File: config.mk
export PLATFORM = sky130hd
export DESIGN_NAME = wb_dma_sequencer
export DESIGN_NICKNAME = d
export VERILOG_FILES = /design/src/rtl/wb_dma_pkg.sv /design/src/rtl/wb_xfer_tracker.sv /design/src/rtl/wb_dma_sequencer.sv
export SDC_FILE = /design/constraint.sdc
export NUM_CORES = 1
export LEC_CHECK = 0
export CAP_MARGIN = 20
export CORE_ASPECT_RATIO = 0.8
export CORE_MARGIN = 2
export CORE_UTILIZATION = 30
export DETAILED_ROUTE_END_ITERATION = 8
export PLACE_DENSITY = 0.63
export REMOVE_ABC_BUFFERS = 1
export SLEW_MARGIN = 20
export SYNTH_ARGS = -nofsm -noshare
export SYNTH_HDL_FRONTEND = slang
export SYNTH_SLANG_ARGS = --single-unit
export TNS_END_PERCENT = 50
File: constraint.sdc
create_clock -name wb_clk -period 3.4 [get_ports wb_clk]
set_input_delay 0.68 -clock wb_clk [delete_from_list [all_inputs] [get_ports wb_clk]]
set_output_delay 0.68 -clock wb_clk [all_outputs]
set_load 0.01 [all_outputs]
File: src/rtl/wb_dma_pkg.sv
// Shared constants for the word-granular Wishbone block-copy sequencer.
// State encodings, bus stride, byte-lane mask and the default retry budget.
package wb_dma_pkg;

    localparam logic [2:0] ST_IDLE     = 3'd0;
    localparam logic [2:0] ST_RD_ISSUE = 3'd1;
    localparam logic [2:0] ST_RD_WAIT  = 3'd2;
    localparam logic [2:0] ST_WR_ISSUE = 3'd3;
    localparam logic [2:0] ST_WR_WAIT  = 3'd4;
    localparam logic [2:0] ST_FINISH   = 3'd5;

    localparam int         WORD_STRIDE   = 4;
    localparam logic [3:0] SEL_WORD      = 4'hF;
    localparam int         DEF_MAX_RETRY = 4;

endpackage

File: src/rtl/wb_xfer_tracker.sv
// Access-level tracker: detects the falling edge of master activity,
// classifies the finished access and keeps the per-access retry budget.
module wb_xfer_tracker
    import wb_dma_pkg::*;
#(
    parameter int MAX_RETRY = DEF_MAX_RETRY
) (
    input  logic wb_clk,
    input  logic wb_rst,
    input  logic in_wait,
    input  logic clr,
    input  logic mst_active,
    input  logic mst_err,
    input  logic mst_rty,
    output logic cmpl_ok,
    output logic cmpl_err,
    output logic cmpl_rty,
    output logic retry_exhausted
);

    localparam int RW = $clog2(MAX_RETRY + 2);

    logic          active_q;
    logic          cmpl;
    logic [RW-1:0] retry_cnt;

    always_ff @(posedge wb_clk) begin
        if (wb_rst) begin
            active_q <= 1'b0;
        end else begin
            active_q <= mst_active;
        end
    end

    // active_q is still low on the first wait cycle, so it cannot fire early
    assign cmpl     = in_wait & active_q & ~mst_active;
    assign cmpl_err = cmpl & mst_err;
    assign cmpl_rty = cmpl & ~mst_err & mst_rty;
    assign cmpl_ok  = cmpl & ~mst_err & ~mst_rty;

    assign retry_exhausted = (retry_cnt == RW'(MAX_RETRY));

    always_ff @(posedge wb_clk) begin
        if (wb_rst) begin
            retry_cnt <= '0;
        end else if (clr | cmpl_ok | cmpl_err) begin
            retry_cnt <= '0;
        end else if (cmpl_rty) begin
            if (retry_exhausted) begin
                retry_cnt <= '0;
            end else begin
                retry_cnt <= retry_cnt + RW'(1);
            end
        end
    end

endmodule

File: src/rtl/wb_dma_sequencer.sv
// Block-copy controller: moves cfg_len words from cfg_src to cfg_dst
// as read-then-write pairs through a single-shot Wishbone master.
module wb_dma_sequencer
    import wb_dma_pkg::*;
#(
    parameter int AW        = 32,
    parameter int DW        = 32,
    parameter int LEN_W     = 16,
    parameter int MAX_RETRY = DEF_MAX_RETRY
) (
    input  logic             wb_clk,
    input  logic             wb_rst,
    input  logic [AW-1:0]    cfg_src,
    input  logic [AW-1:0]    cfg_dst,
    input  logic [LEN_W-1:0] cfg_len,
    input  logic             cfg_go,
    output logic             busy,
    output logic             done,
    output logic             error,
    output logic [LEN_W-1:0] words_done,
    output logic             mst_start,
    output logic [AW-1:0]    mst_address,
    output logic [3:0]       mst_selection,
    output logic             mst_write,
    output logic [DW-1:0]    mst_data_wr,
    input  logic             mst_active,
    input  logic [DW-1:0]    mst_data_rd,
    input  logic             mst_err,
    input  logic             mst_rty
);

    logic [2:0]       state;
    logic [AW-1:0]    cur_src;
    logic [AW-1:0]    cur_dst;
    logic [LEN_W-1:0] len;
    logic             cmpl_ok;
    logic             cmpl_err;
    logic             cmpl_rty;
    logic             retry_exhausted;
    logic             in_wait;
    logic             go_accept;

    assign in_wait   = (state == ST_RD_WAIT) | (state == ST_WR_WAIT);
    assign go_accept = (state == ST_IDLE) & cfg_go;

    wb_xfer_tracker #(
        .MAX_RETRY(MAX_RETRY)
    ) u_tracker (
        .wb_clk          (wb_clk),
        .wb_rst          (wb_rst),
        .in_wait         (in_wait),
        .clr             (go_accept),
        .mst_active      (mst_active),
        .mst_err         (mst_err),
        .mst_rty         (mst_rty),
        .cmpl_ok         (cmpl_ok),
        .cmpl_err        (cmpl_err),
        .cmpl_rty        (cmpl_rty),
        .retry_exhausted (retry_exhausted)
    );

    always_ff @(posedge wb_clk) begin
        if (wb_rst) begin
            state         <= ST_IDLE;
            cur_src       <= '0;
            cur_dst       <= '0;
            len           <= '0;
            busy          <= 1'b0;
            done          <= 1'b0;
            error         <= 1'b0;
            words_done    <= '0;
            mst_start     <= 1'b0;
            mst_address   <= '0;
            mst_selection <= '0;
            mst_write     <= 1'b0;
            mst_data_wr   <= '0;
        end else begin
            unique case (state)
                ST_IDLE: begin
                    done <= 1'b0;
                    if (cfg_go) begin
                        cur_src    <= cfg_src;
                        cur_dst    <= cfg_dst;
                        len        <= cfg_len;
                        error      <= 1'b0;
                        words_done <= '0;
                        if (cfg_len == '0) begin
                            state <= ST_FINISH;
                            done  <= 1'b1;
                            busy  <= 1'b0;
                        end else begin
                            state         <= ST_RD_ISSUE;
                            busy          <= 1'b1;
                            mst_start     <= 1'b1;
                            mst_write     <= 1'b0;
                            mst_address   <= cfg_src;
                            mst_selection <= SEL_WORD;
                        end
                    end
                end
                ST_RD_ISSUE: begin
                    mst_start <= 1'b0;
                    state     <= ST_RD_WAIT;
                end
                ST_RD_WAIT: begin
                    unique case (1'b1)
                        cmpl_err: begin
                            error <= 1'b1;
                            state <= ST_FINISH;
                            done  <= 1'b1;
                            busy  <= 1'b0;
                        end
                        cmpl_rty: begin
                            if (retry_exhausted) begin
                                error <= 1'b1;
                                state <= ST_FINISH;
                                done  <= 1'b1;
                                busy  <= 1'b0;
                            end else begin
                                state     <= ST_RD_ISSUE;
                                mst_start <= 1'b1;
                            end
                        end
                        cmpl_ok: begin
                            state       <= ST_WR_ISSUE;
                            mst_start   <= 1'b1;
                            mst_write   <= 1'b1;
                            mst_address <= cur_dst;
                            mst_data_wr <= mst_data_rd;
                        end
                        default: ;
                    endcase
                end
                ST_WR_ISSUE: begin
                    mst_start <= 1'b0;
                    state     <= ST_WR_WAIT;
                end
                ST_WR_WAIT: begin
                    unique case (1'b1)
                        cmpl_err: begin
                            error <= 1'b1;
                            state <= ST_FINISH;
                            done  <= 1'b1;
                            busy  <= 1'b0;
                        end
                        cmpl_rty: begin
                            if (retry_exhausted) begin
                                error <= 1'b1;
                                state <= ST_FINISH;
                                done  <= 1'b1;
                                busy  <= 1'b0;
                            end else begin
                                state     <= ST_WR_ISSUE;
                                mst_start <= 1'b1;
                            end
                        end
                        cmpl_ok: begin
                            words_done <= words_done + LEN_W'(1);
                            cur_src    <= cur_src + AW'(WORD_STRIDE);
                            cur_dst    <= cur_dst + AW'(WORD_STRIDE);
                            if (words_done + LEN_W'(1) == len) begin
                                state <= ST_FINISH;
                                done  <= 1'b1;
                                busy  <= 1'b0;
                            end else begin
                                state       <= ST_RD_ISSUE;
                                mst_start   <= 1'b1;
                                mst_write   <= 1'b0;
                                mst_address <= cur_src + AW'(WORD_STRIDE);
                            end
                        end
                        default: ;
                    endcase
                end
                ST_FINISH: begin
                    done  <= 1'b0;
                    state <= ST_IDLE;
                end
                default: begin
                    state <= ST_IDLE;
                end
            endcase
        end
    end

endmodule

# Word level (Yosys, flattened, before mapping)
# Cells that the tools add are included.
# op_classes
n_addsub	4
n_eq_ne	21
mux	55
bitwise_logic	14
reduce_logical	20
# op_table
op	n
32-bit 2-to-1 mux	9
32-bit case mux with 2 select lines	2
32-bit case mux with 3 select lines	1
32-bit by 3-bit adder with 32-bit output, second input constant	2
16-bit 2-to-1 mux	2
16-bit case mux with 2 select lines	1
1-bit 2-to-1 mux	19
3-bit 2-to-1 mux	6
3-bit case mux with 3 select lines	2
16-bit by 1-bit adder with 16-bit output, second input constant	1
16-bit equality test	1
16-bit logical NOT	1
3-bit case mux with 5 select lines	1
3-bit by 2-bit != test with 1-bit output, second input constant	4
1-bit case mux with 2 select lines	6
1-bit case mux with 3 select lines	4
6-bit AND reduction	2
3-bit equality test, second input constant	3
3-bit AND reduction	3
4-bit by 2-bit != test with 1-bit output, second input constant	2
1-bit case mux with 4 select lines	2
4-bit AND reduction	2
4-bit nonzero test	2
1-bit AND	7
other kinds (15)	29
# totals
register_bits	173
inputBits	118
word_cells	129

# Depth between registers and ports, before layout
# Gate-level depths: netlist (run 1).
# logic_depth
ltp_word	9
mapped_depth	10
ltp_nobuf	8

# Hierarchy
# Synthesis (run 1) repeated with hierarchy kept, for this count alone.
# unflattened
hier_cells	1266
area_unflattened_um2	9699.3
# modules_own_cells
mod	n_inst	cells_each	area_per_inst_um2
wb_dma_sequencer	1	1239	9441.6
wb_xfer_tracker	1	27	257.7

# Least setup slack after synthesis (run 1)
# Ideal clock, no wire load.
# synth_timing
kind	register to register
startpoint	register words_done[1]
endpoint	register mst_address[10]
setup_time_ps	121
arrival_ps	2787
t_required_ps	3279
setup_slack_ps	492
stages_incl_launch_ff	10
path_buffers	1
synth_period_minus_slack_ps	2908
path_cell_list	dfxtp_1 -> ha_1 -> nand4_1 -> or4_1 -> xnor2_1 -> a311oi_1 -> nand4_2 -> o21ai_4 -> buf_6 -> mux2_4
# synth_between
elab_chain_cells	4
# synth_lines
element	line_no	rtl
start, declared	wb_dma_sequencer.sv:20	output logic [LEN_W-1:0] words_done,
start signal, assigned	wb_dma_sequencer.sv:158	words_done <= words_done + LEN_W'(1);
16-bit by 1-bit adder with 16-bit output	wb_dma_sequencer.sv:161	if (words_done + LEN_W'(1) == len) begin
16-bit equality test	wb_dma_sequencer.sv:161	
2-bit != test (no source line)	n/a	
6-bit AND reduction (no source line)	n/a	
end signal, assigned	wb_dma_sequencer.sv:96	mst_address <= cfg_src;
end signal, assigned	wb_dma_sequencer.sv:128	mst_address <= cur_dst;
end signal, assigned	wb_dma_sequencer.sv:169	mst_address <= cur_src + AW'(WORD_STRIDE);
end, declared	wb_dma_sequencer.sv:22	output logic [AW-1:0] mst_address,
# No other way between the ends.
# A chain may end at the register's enable or synchronous reset.

# Final worst setup path (run 1)
# layout_timing
startpoint	register words_done[2]
endpoint	register mst_address[15]
# Same word-level chain as after synthesis.

==> flow_summary.rst, run 1 <==
.. list-table::
   :header-rows: 1

   * - Metric
     - Value
   * - Max-cap viol count
     - 0
   * - Number of different library cells in the post-synthesis netlist
     - 67
   * - Worst max-slew margin expressed relative to the limit
     - 0.553
   * - Die width
     - 207 um
   * - Final standard cell count with taps included and fillers excluded
     - between 1,500 and 2,000
   * - Starting density of the core
     - 0.305
   * - Actual transition at the worst max-transition pin
     - between 600 and 700 ps
   * - Sequential cell area
     - approximately 3500 um^2
   * - Critical path arrival
     - around 3500 ps
   * - Final net count
     - 1,586
   * - RSZ-0062 raised after global routing
     - no
   * - Top-area cell type share of the netlist area
     - 0.349
   * - Area growth from synthesis to layout
     - 31.9%
   * - Floorplan Core Area
     - roughly 33,000 um^2
   * - Power density over the cells
     - 515 nW/um^2
   * - Sequential share of the synthesized area
     - 0.349
   * - Y dimension of the die
     - 167 um
   * - Pin count of the biggest net entering global routing
     - 76
   * - GRT busiest layer
     - met2
   * - Max Clock Freq
     - 314 MHz
   * - Number of H-tree levels
     - 4
   * - Category of the worst setup path capture point
     - register
   * - Number of buffers between clock root and the deepest sink
     - 2
   * - Yosys warnings
     - 0
   * - Initial drt markers
     - between 900 and 1,000
   * - Largest cells by area after synthesis
     - sky130_fd_sc_hd__dfxtp_1 (35%), sky130_fd_sc_hd__a21oi_1 (7.5%), sky130_fd_sc_hd__nand2_1 (7.4%), sky130_fd_sc_hd__nor2_1 (5.4%), sky130_fd_sc_hd__o21ai_0 (3.8%)
   * - Worst Hold Margin
     - roughly 450 ps
   * - Clock Skews
     - roughly 16 ps
   * - Wire length of the first global-routing pass
     - 53,600 um
   * - Share of the clock period used by the worst path
     - 0.938
   * - Count of buffers added by post-CTS timing repair for setup
     - 0
   * - Combined global-route utilization of all metal layers
     - 0.192
   * - Most used flip-flop cell after synthesis
     - sky130_fd_sc_hd__dfxtp_1
   * - Synth area leader
     - sky130_fd_sc_hd__dfxtp_1
   * - Multi-input logic area
     - around 5900 um^2
   * - First-pass detailed-route iteration total
     - 9
   * - Residual DRC count
     - 0
   * - Clock Sink Count
     - between 150 and 200
   * - Type of the worst setup path
     - reg -> reg
   * - Total of endpoints with negative setup slack in the final report
     - 0
   * - Final count of hold timing violations
     - 0
   * - CTS tree
     - built
   * - Routed wire length
     - 34,000 um
   * - Met3 routing resource usage after global routing
     - 0.0407
   * - Die outline area
     - roughly 35,000 um^2
   * - I/O pin total
     - 207
   * - Worst hold path class
     - reg -> reg
   * - DP Wirelength
     - roughly 24,000 um
   * - Total of buffers placed on input and output ports
     - between 200 and 250
   * - M2 GR Usage
     - 0.288
   * - Cell leakage power
     - about 4.6 nW
   * - Sequential fraction of design power
     - 0.379
   * - Part of the power in combinational logic
     - 0.305
   * - Vias in the first global route
     - about 9,500
   * - Outcome
     - completed
   * - Setup TNS after final layout
     - 0 ps
   * - Fraction of final layout cells with drive strength greater than 1
     - 0.0834
   * - Largest driver fanout on the critical path
     - 16
   * - Number of filler cells placed in the layout
     - 3,303
   * - Post-route ant nets
     - 0
   * - Required time reported for the critical path endpoint
     - 3720 ps
   * - Cell area after synthesis
     - 9920 um^2
   * - Average cell area after synthesis
     - between 7 and 8 um^2
   * - Most frequent cells in the layout
     - sky130_fd_sc_hd__clkdlybuf4s50_1 (205), sky130_fd_sc_hd__nand2_1 (194), sky130_fd_sc_hd__dfxtp_1 (173)
   * - Number of placement rows
     - approximately 60
   * - Net switching power figure
     - ~0.0023 W
   * - Register clock-pin slew on the reported worst setup and hold paths
     - 80 ps
   * - Clock root buffer
     - sky130_fd_sc_hd__clkbuf_16
   * - Antenna violations before repair
     - 0
   * - Number of buffers created by CTS
     - 17
   * - Fraction of power consumed by the clock network
     - 0.316
   * - Met1 track utilization from global routing
     - 0.277
   * - Internal power consumption
     - about 0.0045 W
   * - Number of enable flip-flop cells after synthesis
     - 0
   * - Final min period
     - between 3000 and 4000 ps
   * - Proportion of register bits with asynchronous set or reset after synthesis
     - 0
   * - Post-detailed-route wirelength per cell
     - about 18 um
   * - Nature of the critical path startpoint
     - register
   * - Highest ir drop seen on vdd
     - 0.293 mV
   * - Total placed cells including tap cells
     - approximately 1,900
   * - Number of synthesized register bits
     - ~170
   * - Routability-driven placement congestion ratio
     - a little under 0.9
   * - Grt ovf
     - 0
   * - Cells after Synth
     - ~1,300
   * - Count of final max-slew check failures
     - 0
   * - Switch share
     - 0.340
   * - Via count
     - 10,300
   * - Clock network latency to the later pin of the worst-skew pair
     - 440 ps
   * - Post-DR vias/cell
     - around 5.4
   * - Commonest non-fill, non-tap cell in the layout
     - sky130_fd_sc_hd__clkdlybuf4s50_1
logic make-up after synthesis:
group	share of synthesized area
muxes	0.0401
adders and majority gates	0.00631
AOI/OAI and AO/OA	0.234
xor gates and xnor gates	0.0494
DFF	0.349
buffers and inverters	0.0574
and+or+nand+nor	0.264
power by group through the flow:
| stage | clock network [W] | registers (W) | logic [W] |
|---|---|---|---|
| global route | 0.00226 | 0.00259 | 0.00224 |
| floorplan | 0 | 0.00258 | 0.00114 |
| finish | 0.00213 | 0.00255 | 0.00206 |
| detailed placement | 0 | 0.00259 | 0.00204 |
| global placement | 0 | 0.00259 | 0.00202 |
| CTS | 0.00217 | 0.00255 | 0.00206 |
cell usage after synthesis, types with 5 or more instances:
cell type                    n
sky130_fd_sc_hd__or3_1       9
sky130_fd_sc_hd__a21oi_1   149
sky130_fd_sc_hd__nand2_1   196
sky130_fd_sc_hd__a211oi_1   27
sky130_fd_sc_hd__a311oi_1    8
sky130_fd_sc_hd__o21a_1      5
sky130_fd_sc_hd__xor2_1     21
sky130_fd_sc_hd__inv_1      19
sky130_fd_sc_hd__xnor2_1    35
sky130_fd_sc_hd__nor2b_1    31
sky130_fd_sc_hd__a22oi_1    19
sky130_fd_sc_hd__dfxtp_1   173
sky130_fd_sc_hd__nor3_1     26
sky130_fd_sc_hd__and2_1      7
sky130_fd_sc_hd__nor4_1     16
sky130_fd_sc_hd__clkbuf_1   87
sky130_fd_sc_hd__or2_2       5
sky130_fd_sc_hd__buf_2       7
sky130_fd_sc_hd__o221ai_1    5
sky130_fd_sc_hd__o22ai_1    13
sky130_fd_sc_hd__o211ai_1    7
sky130_fd_sc_hd__nor2_1    142
sky130_fd_sc_hd__ha_1        5
sky130_fd_sc_hd__mux2_4     23
sky130_fd_sc_hd__o21ai_0    75
sky130_fd_sc_hd__nand3b_1    6
sky130_fd_sc_hd__a31oi_1     7
sky130_fd_sc_hd__and4_1     10
sky130_fd_sc_hd__nand4_1    22
sky130_fd_sc_hd__o31ai_1     9
sky130_fd_sc_hd__a222oi_1   17
sky130_fd_sc_hd__nand3_1    30
sky130_fd_sc_hd__and3_1     11
sky130_fd_sc_hd__nand2b_1   10
sky130_fd_sc_hd__buf_1       9
layout make-up:
class	count	share of cell area
Tap cell	427	0.0408
Timing Repair Buffer	248	0.188
Antenna cell	1	0.000191
Multi-Input combinational cell	1004	0.453
Inverter	19	0.00545
Clock inverter	13	0.0146
Sequential cell	173	0.265
Clock buffer	18	0.0328
critical path: stages, from the launching register on:
cell                      delay [ps]
sky130_fd_sc_hd__dfxtp_1         660
sky130_fd_sc_hd__nand3_4         290
sky130_fd_sc_hd__o21a_1          260
sky130_fd_sc_hd__or4_1           500
sky130_fd_sc_hd__a22oi_1         300
sky130_fd_sc_hd__nand4_2         230
sky130_fd_sc_hd__o21ai_4         250
sky130_fd_sc_hd__buf_12          200
sky130_fd_sc_hd__mux2_2          340
final timing paths:
check | startpoint | to | slack (ps) | depth (start not counted)
max | words_done[2]$_SDFFE_PP0P_ | mst_address[15]$_SDFFE_PP0P_ | 210 | 8
min | mst_data_wr[12]$_SDFFE_PP0P_ | mst_data_wr[12]$_SDFFE_PP0P_ | 450 | 2
max reg2reg | words_done[2]$_SDFFE_PP0P_ | mst_address[15]$_SDFFE_PP0P_ | 210 | 8
min reg2reg | mst_data_wr[12]$_SDFFE_PP0P_ | mst_data_wr[12]$_SDFFE_PP0P_ | 450 | 2
repair_timing:
action	CTS	global route
gates resized for setup	0	1
hold buffers	0	0
setup endpoints to repair	0	16
through the flow:
stage | setup WS (ps) | utilization | power, W | instance area [um^2]
floorplan | -613 | - | 0.00372 | 9420
detailed placement | 184 | 0.383 | 0.00463 | 12500
global placement | 215 | 0.383 | 0.00460 | 12500
global route | 72.4 | 0.402 | 0.00710 | 13100
finish | 210 | 0.402 | 0.00674 | 13100
CTS | 161 | 0.402 | 0.00677 | 13100
per-layer routing:
| metal | vias up | wire length (um) |
|---|---|---|
| li1 | 4984 | - |
| met3 | 36 | 2470 |
| met4 | 0 | 597 |
| met1 | 4845 | 16100 |
| met2 | 390 | 14800 |
| met5 | - | 0 |
flip-flops by register name (all words and copies together), names as in the netlist, 3 cells and up:
register and cells:
u_tracker.retry_cnt 3, mst_address 32, state 3, cur_src 32
mst_data_wr 32, len 16, cur_dst 32, words_done 16
No activity file was read; power rests on OpenSTA's default activity.
==> run 2, diff against run 1 <==
ABC_AREA = 1   (was default)
==> run 2 against run 1 <==
Sequential power grew 17%. Maximum frequency grew 13%. Register-to-register slack gained 370 ps. Die area shrank 4.2%. Utilization shrank 0.058 points. First-iteration DRC count shrank 2.8%. Final area shrank 4.1%.
==> flow_summary.rst, run 2 <==
.. list-table::
   :header-rows: 1

   * - Metric
     - Value
   * - Outcome
     - completed
   * - Yosys warnings
     - 0
   * - Number of placement rows
     - 58
   * - Library cell with the highest instance count after synthesis
     - sky130_fd_sc_hd__nand2_1
   * - Final min period
     - around 2800 ps
   * - Endpoint of the worst hold-timing path
     - cur_src[0]$_SDFFE_PP0P_
   * - Max Clock Freq
     - ~350 MHz
   * - Quantity of hold-fixing buffers added after cts
     - 0
   * - Cells after Synth
     - approximately 1,500
   * - Final net count
     - approximately 1,800
   * - Clock Sink Count
     - 173
   * - Number of different library cells in the post-synthesis netlist
     - 45
   * - Switch share
     - 0.408
   * - Endpoint of the worst register-to-register path
     - mst_write$_SDFFE_PP0P_
   * - Worst reg2reg setup slack
     - between 500 and 600 ps
   * - Antenna violations before repair
     - 3
   * - Cell family with the largest share of critical-path delay
     - simple AND/OR/NAND/NOR gates
   * - Most used cell, CP
     - sky130_fd_sc_hd__nand2_1
   * - Critical path arrival
     - 3160 ps
   * - Cell area after synthesis
     - about 9500 um^2
   * - Routability-driven placement congestion ratio
     - just under 1
   * - Final count of hold timing violations
     - 0
   * - Post-cts sizing count
     - 0
   * - Top-area cell type share of the netlist area
     - 0.365
   * - Total placed cells including tap cells
     - 2,047
   * - Wire length of the first global-routing pass
     - between 50,000 and 60,000 um
   * - Number of buffers created by CTS
     - 17
   * - Floorplan Core Area
     - about 31,000 um^2
   * - Share of the clock period used by the worst path
     - 0.831
   * - Nature of the critical path startpoint
     - register
   * - Reg2Reg Launch Point
     - words_done[0]$_SDFFE_PP0P_
   * - Post-route ant nets
     - 0
   * - Vias in the first global route
     - 9,375
   * - Total of endpoints with negative setup slack in the final report
     - 0
   * - Net switching power figure
     - 0.00344 W
   * - Type of the worst setup path
     - reg -> reg
   * - Cell leakage power
     - a little under 5 nW
   * - Internal power consumption
     - 0.00499 W
   * - Fraction of power consumed by the clock network
     - 0.252
   * - Worst hold path class
     - reg -> reg
   * - Final standard cell count with taps included and fillers excluded
     - roughly 2,100
   * - Slowest stage cell on the critical path
     - sky130_fd_sc_hd__dfxtp_1
   * - Register clock-pin slew on the reported worst setup and hold paths
     - 70 ps
   * - Post-detailed-route wirelength per cell
     - about 16 um
   * - Residual DRC count
     - 0
   * - Count of final max-slew check failures
     - 0
   * - Number of filler cells placed in the layout
     - between 3,000 and 4,000
   * - Combined global-route utilization of all metal layers
     - 0.197
   * - Max-cap viol count
     - 0
   * - I/O pin total
     - 207
   * - Most used flip-flop cell after synthesis
     - sky130_fd_sc_hd__dfxtp_1
   * - Part of the power in combinational logic
     - 0.394
   * - Largest driver fanout on the critical path
     - 34
   * - Routed wire length
     - roughly 33,000 um
   * - Buf/Inv on CP
     - 1
   * - Average cell area after synthesis
     - between 6 and 7 um^2
   * - Via count
     - 10,400
   * - DP Wirelength
     - between 20,000 and 25,000 um
   * - Die outline area
     - about 33,000 um^2
   * - Number of buffers between clock root and the deepest sink
     - 2
   * - Required time reported for the critical path endpoint
     - approximately 3700 ps
   * - Y dimension of the die
     - approximately 160 um
   * - Actual transition at the worst max-transition pin
     - 946 ps
   * - First-pass detailed-route iteration total
     - 6
   * - Category of the worst setup path capture point
     - register
   * - Synth cell count leaders
     - sky130_fd_sc_hd__nand2_1 (332), sky130_fd_sc_hd__nor2_1 (228), sky130_fd_sc_hd__dfxtp_1 (173)
   * - Die width
     - about 200 um
   * - Post-DR vias/cell
     - 5.01
   * - Area growth from synthesis to layout
     - 32.2%
   * - CTS tree
     - built
   * - Startpoint of the worst hold path
     - cur_src[0]$_SDFFE_PP0P_
   * - Clock Skews
     - 11.6 ps
   * - Number of H-tree levels
     - 4
   * - Number of enable flip-flop cells after synthesis
     - 0
   * - Sequential share of the synthesized area
     - 0.365
   * - Count of buffers added by post-CTS timing repair for setup
     - 0
   * - Slowest stage delay, CP
     - about 480 ps
   * - Clock network latency to the later pin of the worst-skew pair
     - approximately 440 ps
   * - Number of synthesized register bits
     - between 150 and 200
   * - Initial drt markers
     - between 900 and 1,000
   * - Critical path cell sequence
     - ha_1 -> nand2_1 -> nor2_4 -> nand3_1 -> xnor3_1 -> nand2_1 -> nor2_1 -> nand3_2 -> nand2_4 -> buf_4 -> nand2_1 -> a21oi_1
   * - Largest cells by area after synthesis
     - sky130_fd_sc_hd__dfxtp_1 (36%), sky130_fd_sc_hd__nand2_1 (13%), sky130_fd_sc_hd__nor2_1 (9.0%), sky130_fd_sc_hd__o21ai_0 (8.8%), sky130_fd_sc_hd__a21oi_1 (5.6%)
   * - Proportion of register bits with asynchronous set or reset after synthesis
     - 0
   * - Sequential fraction of design power
     - 0.354
   * - Power density over the cells
     - approximately 670 nW/um^2
   * - Hold path depth
     - 2
   * - Most frequent cells in the layout
     - sky130_fd_sc_hd__nand2_1 (331), sky130_fd_sc_hd__nor2_1 (227), sky130_fd_sc_hd__clkdlybuf4s50_1 (206)
   * - Synth area leader
     - sky130_fd_sc_hd__dfxtp_1
   * - Pin count of the biggest net entering global routing
     - 85
   * - Starting density of the core
     - 0.304
   * - Clock root buffer
     - sky130_fd_sc_hd__clkbuf_16
   * - Worst max-slew margin expressed relative to the limit
     - 0.366
   * - Grt ovf
     - 0
   * - Total of buffers placed on input and output ports
     - around 200
   * - Commonest non-fill, non-tap cell in the layout
     - sky130_fd_sc_hd__nand2_1
   * - Power, Total
     - between 0.008 and 0.009 W
   * - Highest ir drop seen on vdd
     - between 0.4 and 0.5 mV
   * - RSZ-0062 raised after global routing
     - no
   * - Fraction of final layout cells with drive strength greater than 1
     - 0.0524
   * - R2R cell count
     - 12
-- run 2: cell types whose count changed after synthesis, moves of 16 or more --
| cell | change |
|---|---|
| sky130_fd_sc_hd__a22oi_1 | -16 |
| sky130_fd_sc_hd__nor2b_1 | -31 |
| sky130_fd_sc_hd__a31oi_1 | +18 |
| sky130_fd_sc_hd__nor2_1 | +86 |
| sky130_fd_sc_hd__clkbuf_1 | -37 |
| sky130_fd_sc_hd__nand2_1 | +136 |
| sky130_fd_sc_hd__a222oi_1 | -17 |
| sky130_fd_sc_hd__mux2_4 | -23 |
| sky130_fd_sc_hd__o21ai_0 | +92 |
| sky130_fd_sc_hd__a211oi_1 | -21 |
| sky130_fd_sc_hd__nand3_1 | +57 |
| sky130_fd_sc_hd__inv_1 | +101 |
| sky130_fd_sc_hd__xnor2_1 | -30 |
| sky130_fd_sc_hd__a21oi_1 | -43 |
-- run 2: worst max-delay path by stage --
| stage | start | end | slack [ps] | depth (start not counted) |
|---|---|---|---|---|
| final | words_done[0]$_SDFFE_PP0P_ | mst_write$_SDFFE_PP0P_ | 580 | 12 |
| after global routing | words_done[0]$_SDFFE_PP0P_ | mst_address[22]$_SDFFE_PP0P_ | 260 | 14 |
| after CTS | words_done[0]$_SDFFE_PP0P_ | mst_address[21]$_SDFFE_PP0P_ | 560 | 12 |
| after detailed placement | mst_active | mst_address[1]$_SDFFE_PP0P_ | 400 | 12 |
| after global placement | mst_active | mst_address[2]$_SDFFE_PP0P_ | 520 | 12 |
| after floorplan | state[1]$_SDFFE_PP0P_ | cur_dst[9]$_SDFFE_PP0P_ | -1240 | 12 |
-- run 2: layout make-up --
| type | count | area [um^2] | share of cell area |
|---|---|---|---|
| Timing Repair Buffer | 223 | 2230 | 0.177 |
| Inverter | 125 | 470 | 0.0375 |
| Multi-Input combinational cell | 1106 | 5240 | 0.418 |
| Antenna cell | 3 | 7.51 | 0.000598 |
| Tap cell | 420 | 526 | 0.0418 |
| Clock inverter | 14 | 183 | 0.0145 |
| Sequential cell | 173 | 3460 | 0.276 |
| Clock buffer | 18 | 439 | 0.0350 |
-- run 2: stage by stage --
stage	util	setup slack, ps	hold slack [ps]	setup TNS, ps	area, um^2
after floorplan	-	-1240	432	-104710	9170
after global placement	0.381	517	440	0	11900
after detailed placement	0.381	399	448	0	11900
after CTS	0.401	564	458	0	12600
after global routing	0.401	264	484	0	12600
final	0.402	576	453	0	12600
-- run 2: metal layers --
layer / routed length, um / track usage
met5: 0 / 0
met4: 533 / 0.0554
met3: 2570 / 0.0423
met2: 14200 / 0.291
met1: 16200 / 0.285
-- run 2: power by group through the flow --
stage	Clock, W	Combinational [W]	Sequential (W)
3_5_place_dp	0	0.00333	0.00302
2_1_floorplan	0	0.00192	0.00296
3_3_place_gp	0	0.00328	0.00301
4_1_cts	0.00218	0.00334	0.00298
6_report	0.00212	0.00332	0.00298
5_1_grt	0.00224	0.00371	0.00305
-- run 2: logic make-up (layout without fill, tap and decap cells) --
| group | after synthesis | in the layout | synth area share |
|---|---|---|---|
| and+or+nand+nor | 741 | 741 | 0.329 |
| AOI/OAI and AO/OA | 335 | 335 | 0.192 |
| buffers and inverters | 197 | 380 | 0.0838 |
| DFF | 173 | 173 | 0.365 |
| xor gates and xnor gates | 25 | 25 | 0.0245 |
| adders and majority gates | 5 | 5 | 0.00659 |
| other | 0 | 3 | 0 |
-- run 2: tightest hold or removal path: cells and delay by family (launching register included) --
kind            cells  cell delay (ps)
flops               1              300
buf+inv             1               60
compound gates      1               50
